**src/rtl/uart_rx.sv**
```systemverilog
// uart_rx - 8N1 asynchronous serial receiver for the rx232 pad.
//
// The pin is synchronized, then a falling edge starts a frame. Each bit is
// sampled three times around its centre, and the majority of those samples
// decides the bit. Each received byte is presented through a one-entry
// valid/ready holding register.
//
// Ports:
//   clk          in   system clock (48 MHz)
//   reset_n      in   asynchronous active-low reset
//   rx           in   raw serial input from the pad, idle high
//   rx_data      out  [7:0] received byte, valid while rx_valid=1
//   rx_valid     out  holding register full
//   rx_ready     in   consumer accepts the byte when rx_valid & rx_ready
//   rx_frame_err out  stop bit sampled 0 for the byte in rx_data
//   rx_overrun   out  one-cycle pulse: a completed byte was dropped
//   rx_break     out  one-cycle pulse: byte 0x00 with stop bit 0
//   rx_busy      out  receiver is not idle
module uart_rx #(
    parameter int CLKS_PER_BIT = 417,
    parameter int SYNC_STAGES  = 2
) (
    input  logic       clk,
    input  logic       reset_n,
    input  logic       rx,
    output logic [7:0] rx_data,
    output logic       rx_valid,
    input  logic       rx_ready,
    output logic       rx_frame_err,
    output logic       rx_overrun,
    output logic       rx_break,
    output logic       rx_busy
);

    localparam int CNT_W = $clog2(CLKS_PER_BIT);
    localparam int H     = CLKS_PER_BIT / 2;

    localparam logic [CNT_W-1:0] CNT_LAST = CNT_W'(CLKS_PER_BIT - 1);
    localparam logic [CNT_W-1:0] CNT_S0   = CNT_W'(H - 1);
    localparam logic [CNT_W-1:0] CNT_S1   = CNT_W'(H);
    localparam logic [CNT_W-1:0] CNT_DEC  = CNT_W'(H + 1);

    typedef enum logic [2:0] {
        S_IDLE,
        S_START,
        S_DATA,
        S_STOP,
        S_BRK_WAIT
    } state_t;

    logic [SYNC_STAGES-1:0] sync_q;
    logic                   rx_s;
    logic                   rx_s_d;

    state_t           state,   state_n;
    logic [CNT_W-1:0] cnt,     cnt_n;
    logic [2:0]       bit_idx, bit_idx_n;
    logic [7:0]       shift_q, shift_n;
    logic [1:0]       samp_q,  samp_n;
    logic             stop_q,  stop_n;
    logic             dlv_q,   dlv_n;

    logic cnt_wrap;
    logic at_dec;
    logic vote;

    // ------------------------------------------------------------------
    // Synchronizer. Flops reset to 1 so that reset release on an idle
    // line never looks like a start edge.
    // ------------------------------------------------------------------
    // NOTE: every clocked process uses non-blocking assignments so all flops
    // sample their inputs from the same pre-edge values.
    always_ff @(posedge clk or negedge reset_n) begin
        if (!reset_n) begin
            sync_q <= '1;
            rx_s_d <= 1'b1;
        end else begin
            sync_q <= {sync_q[SYNC_STAGES-2:0], rx};
            rx_s_d <= rx_s;
        end
    end

    assign rx_s = sync_q[SYNC_STAGES-1];

    // ------------------------------------------------------------------
    // Receive FSM: state register
    // ------------------------------------------------------------------
    always_ff @(posedge clk or negedge reset_n) begin
        if (!reset_n) begin
            state   <= S_IDLE;
            cnt     <= '0;
            bit_idx <= '0;
            shift_q <= '0;
            samp_q  <= '0;
            stop_q  <= 1'b1;
            dlv_q   <= 1'b0;
        end else begin
            state   <= state_n;
            cnt     <= cnt_n;
            bit_idx <= bit_idx_n;
            shift_q <= shift_n;
            samp_q  <= samp_n;
            stop_q  <= stop_n;
            dlv_q   <= dlv_n;
        end
    end

    // ------------------------------------------------------------------
    // Receive FSM: next state and datapath
    // ------------------------------------------------------------------
    assign cnt_wrap = (cnt == CNT_LAST);
    assign at_dec   = (cnt == CNT_DEC);
    // The third sample is the live synchronized value at the decision point.
    assign vote     = (samp_q[0] & samp_q[1]) | (samp_q[0] & rx_s) | (samp_q[1] & rx_s);

    // NOTE: every variable gets a default before the case statement, so no
    // path can leave one unassigned and infer a latch.
    always_comb begin
        state_n   = state;
        cnt_n     = cnt_wrap ? '0 : cnt + 1'b1;
        bit_idx_n = bit_idx;
        shift_n   = shift_q;
        samp_n    = samp_q;
        stop_n    = stop_q;
        dlv_n     = 1'b0;

        if (cnt == CNT_S0) samp_n[0] = rx_s;
        if (cnt == CNT_S1) samp_n[1] = rx_s;

        case (state)
            S_IDLE: begin
                cnt_n = '0;
                if (rx_s_d && !rx_s) state_n = S_START;
            end
            S_START: begin
                if (at_dec && vote) begin
                    // High at the start-bit centre: a glitch, not a frame.
                    state_n = S_IDLE;
                    cnt_n   = '0;
                end else if (cnt_wrap) begin
                    state_n   = S_DATA;
                    bit_idx_n = '0;
                end
            end
            S_DATA: begin
                if (at_dec) shift_n = {vote, shift_q[7:1]};
                if (cnt_wrap) begin
                    if (bit_idx == 3'd7) state_n = S_STOP;
                    else                 bit_idx_n = bit_idx + 3'd1;
                end
            end
            S_STOP: begin
                // Deliver at the stop-bit centre so a back-to-back start bit
                // is never missed.
                if (at_dec) begin
                    dlv_n   = 1'b1;
                    stop_n  = vote;
                    cnt_n   = '0;
                    state_n = vote ? S_IDLE : S_BRK_WAIT;
                end
            end
            S_BRK_WAIT: begin
                // Wait for the line to return high before hunting for a new
                // start edge.
                cnt_n = '0;
                if (rx_s) state_n = S_IDLE;
            end
            default: begin
                state_n = S_IDLE;
                cnt_n   = '0;
            end
        endcase
    end

    assign rx_busy = (state != S_IDLE);

    // ------------------------------------------------------------------
    // Holding register and status pulses. The delivery cycle is the cycle
    // in which dlv_q is high. A byte arriving while the register is full is
    // dropped unless the consumer accepts in that same cycle.
    // ------------------------------------------------------------------
    always_ff @(posedge clk or negedge reset_n) begin
        if (!reset_n) begin
            rx_data      <= '0;
            rx_valid     <= 1'b0;
            rx_frame_err <= 1'b0;
            rx_overrun   <= 1'b0;
            rx_break     <= 1'b0;
        end else begin
            rx_overrun <= 1'b0;
            rx_break   <= 1'b0;
            if (dlv_q) begin
                if (!rx_valid || rx_ready) begin
                    rx_data      <= shift_q;
                    rx_frame_err <= !stop_q;
                    rx_valid     <= 1'b1;
                end else begin
                    rx_overrun <= 1'b1;
                end
                rx_break <= !stop_q && (shift_q == 8'h00);
            end else if (rx_ready) begin
                rx_valid <= 1'b0;
            end
        end
    end

endmodule

```
**config.mk**
```make
export PLATFORM = sky130hd
export DESIGN_NAME = uart_rx
export DESIGN_NICKNAME = d
export VERILOG_FILES = /design/src/rtl/uart_rx.sv
export SDC_FILE = /design/constraint.sdc
export NUM_CORES = 1
export LEC_CHECK = 0
export CELL_PAD_IN_SITES_DETAIL_PLACEMENT = 0
export CELL_PAD_IN_SITES_GLOBAL_PLACEMENT = 1
export CORE_ASPECT_RATIO = 0.9
export CORE_MARGIN = 4
export CORE_UTILIZATION = 46
export CTS_CLUSTER_SIZE = 20
export DETAILED_ROUTE_END_ITERATION = 10
export GPL_ROUTABILITY_DRIVEN = 0
export PLACE_DENSITY = 0.75
export SETUP_SLACK_MARGIN = 0.5
export SYNTH_ARGS = -nofsm -noshare
export SYNTH_HDL_FRONTEND = slang
export SYNTH_SLANG_ARGS = --single-unit
```
**constraint.sdc**
```tcl
create_clock -name clk -period 2.11 [get_ports clk]
set_input_delay 0.422 -clock clk [delete_from_list [all_inputs] [get_ports clk]]
set_output_delay 0.422 -clock clk [all_outputs]
set_load 0.01 [all_outputs]
```
* Yosys cells after proc, flatten, opt, wreduce, memory -nomap -nowiden
Index checks and enable logic that the tools add are counted.
** Operators by class
- Reductions and logical operators :: 18
- Add/subtract/negate cells :: 2
- Muxes and demuxes :: 26
- Equality and inequality tests :: 19
- Bitwise operators :: 5
** Operator list (count)
- 2-to-1 mux 3 bit :: 12
- == test 9 x 8 -> 1 bit, second input constant :: 3
- 2-to-1 mux 9 bit :: 3
- case mux 9 bit (3 select lines) :: 1
- != test 2 bit, second input constant :: 8
- case mux 3 bit (5 select lines) :: 1
- adder 9 x 1 -> 9 bit, second input constant :: 1
- == test 9 bit, second input constant :: 1
- zero test 8 bit :: 1
- 2-to-1 mux 1 bit :: 8
- AND reduction 2 bit :: 4
- == test 3 x 2 -> 1 bit, second input constant :: 2
- == test 3 bit, second input constant :: 2
- case mux 3 bit (2 select lines) :: 1
- AND reduction 6 bit :: 1
- AND reduction 5 bit :: 1
- nonzero test 2 bit :: 2
- adder 3 x 1 -> 3 bit, second input constant :: 1
- AND 1 bit :: 3
- == test 3 x 1 -> 1 bit, second input constant :: 1
- logical AND 1 bit :: 3
- zero test 1 bit :: 3
- zero test 3 bit :: 1
- != test 3 bit, second input constant :: 1
- 4 further kinds :: 5
** Word-level totals
- Logic and storage cells :: 85
- Output and inout port bits :: 13
- Input bits :: 4
- Register bits after elaboration :: 42

* Logic depth before layout (Yosys ltp)
- Depth in word-level cells :: 6
- Gate-level depth with buffers :: 6
- Gate-level depth less buffers :: 5

* Worst setup path after synthesis
OpenSTA, ideal clock, no wires.
- Path kind :: reg-to-reg
- Start point :: reg cnt[5]
- End point :: reg shift_q[0]
- Path buffers :: 1
- Data required time :: 1.985 ns
- Cell stages (with the launch flop) :: 6
- Setup time :: 0.125 ns
- Data arrival time :: 1.646 ns
- Clock period less this slack :: 1.771 ns
- Slack :: 0.339 ns
- Cells stage by stage :: dfrtp_1 > and4bb_4 > nand4_4 > or3_1 > buf_6 > mux2_4
** Between the ends
- Cells in the longest elaborated chain, start to end :: 2
** Ends and longest elaborated chain
- from (decl) :: line 56 : logic [CNT_W-1:0] cnt, cnt_n;
- from (signal assigned) :: line 99 : cnt <= cnt_n;
- == test 9 x 8 -> 1 bit :: line 112 : assign at_dec = (cnt == CNT_DEC);
- AND reduction 2 bit (no line)
- to (signal assigned) :: line 101 : shift_q <= shift_n;
- to (decl) :: line 58 : logic [7:0] shift_q, shift_n;
Every way passes these cells.
A chain may end at the register's enable or synchronous reset.

* Worst setup path after layout
Ends and elaborated chain as after synthesis.

==> out/results.ini <==
[cells_and_area]
fillers=300
area_delta_synth_final_pct=32.76
seq_area_mm2=0.001060
multi_input_area_um2=915.9
diodes=0
drive_gt1_frac=0.4241
final_net_count=199

[cts]
clock_path_buffers=2
h-tree-depth=2
cts_tree=built
clock-sinks=42
cts-root-buf=clkbuf_8
clk_pin_slew_ps=80
numCtsBuffers=5
clk_latency_ps=290
hold_buffers=0

[routing]
drtIter0Drc=73
drt_pass1_iterations=4
post_drt_wl_per_cell_um=15.97
drtAntennaViolNets=0
route.detailed.drc=0
totalWireLength_mm=3.786
vias=1306
vias_per_cell=5.511

[timing]
fin_setup_tns_ps=0
slew_viol_final=0
fmaxAchievable_ghz=0.5913
holdWs_ps=184.0
relSlewSlack=0.6523
period_needed_ps=1691
rsz0062_at_grt=true
fin_ws_ps=418.9
hold_viol_final=0
worstMarginPinSlew_ps=521.6
clock_skew_ps=11.38
post-route-period-util=0.8015
setup_viol=0

[place]
dp_hpwl_mm=2.355
port_buffers=16
dp_slack_ps=166.6

[job]
drv_cap=0

[critical_path]
start_kind=flop
worstPathMaxFanout=8
endpoint_kind=flop
cp.arrival_ps=1870
worstSetupPathType=flop to flop
required_ps=2290

[grt]
grt_max_degree=43
antenna_found_initial=0
grt_pass1_vias=1265
grt_pass1_wl_mm=6.251
grt.total_usage=0.1655
overflow=0

[yosys]
synth_area_per_cell_um2=12.80
synth-simple-area-share=0.1724
synth_edf_count=0
yosysTopAreaCell=dfrtp_1
ys_ff_latch=42
ys.flop_type=dfrtp_1
synthMuxAreaShare=0.1347
syn-num-nets=157
synth.top_cells.by_area=dfrtp_1, mux2_2, mux2_4
async_flop_share=1.000
netlist_instances=148
yosysWarnings=0
synth_common_cells=dfrtp_1, mux2_2, nand2_1
synth.distinct_cells=36
synth_seq_area_share=0.5575
synth_top_area_frac=0.5020
synth_adder_area_share=0.03831
synth_most_common_cell=dfrtp_1
synth_top_family_by_area=simple AND/OR/NAND/NOR gates
synth_area_mm2=0.001894
synth_compound_area_frac=0.04161
synthXorXnorAreaFrac=0.03236

[run_status]
status=complete, no violations

[power_and_ir_drop]
vdd_drop_max_mv=0.4488
power_density_mw_per_mm2=790.8
p_leak_nw=1.240

[die]
start_util=0.4938
ioPinCount=17
die_area_mm2=0.005210
coreArea_mm2=0.003836
dieWidth_um=75.65
die_y_um=68.88
num_rows=21

[hold_path]
hold_path.class=primary input to asynchronous set/reset pin

worst max-delay path, cell delays in order, from the launching register on:
cell and delay [ps]:
dfrtp_1 390, and4bb_4 360, nand4_4 80, or3_4 430, mux2_4 330
power breakdown:
part	internal, mW	leakage, nW	switching [mW]	total, mW
Combinational	0.218	0.639	0.210	0.427
Clock	0.353	0.0514	0.268	0.621
Sequential	0.873	0.550	0.0673	0.941
layout by cell type (no fill, tap or decap), types with 2 or more instances in the layout:
master	Yosys	layout
dfrtp_1	38	35
nor4_2	0	3
mux2_4	8	8
dfstp_2	4	4
o21ai_0	5	3
dlygate4sd2_1	0	9
xnor2_1	5	5
dlymetal6s2s_1	0	3
nor4_4	0	2
o21ai_1	0	2
clkbuf_8	0	5
nor2_1	6	5
nand2b_1	4	4
nand4_1	2	2
xor2_1	2	2
inv_1	3	2
buf_6	1	3
mux2_2	12	12
dfrtp_2	0	3
buf_4	0	22
a21oi_1	2	2
or4_1	2	2
nand3_1	3	3
or3_4	0	2
ha_1	5	3
clkdlybuf4s50_1	0	2
a22o_1	2	2
nand2_1	9	9
nor3_1	6	6
worst paths after layout:
check	cells past startpoint	end	slack [ps]	startpoint
max in group asynchronous	2	state[2]	1530	reset_n
min	2	rx_data[7]	180	reset_n
max	4	shift_q[0]	420	cnt[5]
max reg2reg	4	shift_q[0]	420	cnt[5]
min in group clk	0	sync_q[1]	360	sync_q[0]
min reg2reg	0	sync_q[1]	360	sync_q[0]
routing by layer:
layer | GRT usage | routed length [µm] | vias up
li1 | - | - | 620
met1 | 0.2332 | 1824 | 648
met2 | 0.2392 | 1765 | 34
met3 | 0.04348 | 168 | 4
met4 | 0.07205 | 28 | 0
met5 | 0 | 0 | -
final cells by class:
class | count | area share
flip-flops and latches | 42 | 0.4214
multi-input cells | 97 | 0.3642
repair buffers | 41 | 0.1433
clock buffers | 6 | 0.02886
well taps | 46 | 0.02289
clock inverters | 2 | 0.01493
inverters | 3 | 0.004478
state kept, by name (all words and copies together), names as in the netlist:
| signal | cells |
|---|---|
| stop_q | 1 |
| rx_data | 8 |
| bit_idx | 3 |
| rx_break | 1 |
| rx_valid | 1 |
| rx_s_d | 1 |
| dlv_q | 1 |
| shift_q | 8 |
| rx_frame_err | 1 |
| cnt | 9 |
| samp_q | 2 |
| rx_overrun | 1 |
| sync_q | 2 |
| state | 3 |
through the flow:
stage,instances,total power [mW],cell area (µm²),util
2_1_floorplan,148,1.130,1894,-
3_3_place_gp,212,1.207,2135,0.5564
3_5_place_dp,212,1.222,2135,0.5564
4_1_cts,228,1.875,2320,0.6047
5_1_grt,237,2.095,2515,0.6556
6_report,237,1.989,2515,0.6556
kinds of logic (layout without fill, tap and decap cells):
family,count (synthesis),after routing
adder cells (fa/ha/maj),6,6
flip-flops,42,42
AO/OA/AOI/OAI,12,12
multiplexers,20,20
XOR/XNOR,7,7
AND/OR/NAND/NOR,52,52
buffers and inverters,9,52
timing repair:
item / CTS / global route
pin swaps: 4 / 9
buffers inserted: 8 / 9
hold endpoints to repair: 0 / 0
resized for setup: 24 / 23
endpoints found under the setup margin: 26 / 27
(Power assumes the default switching activity.)
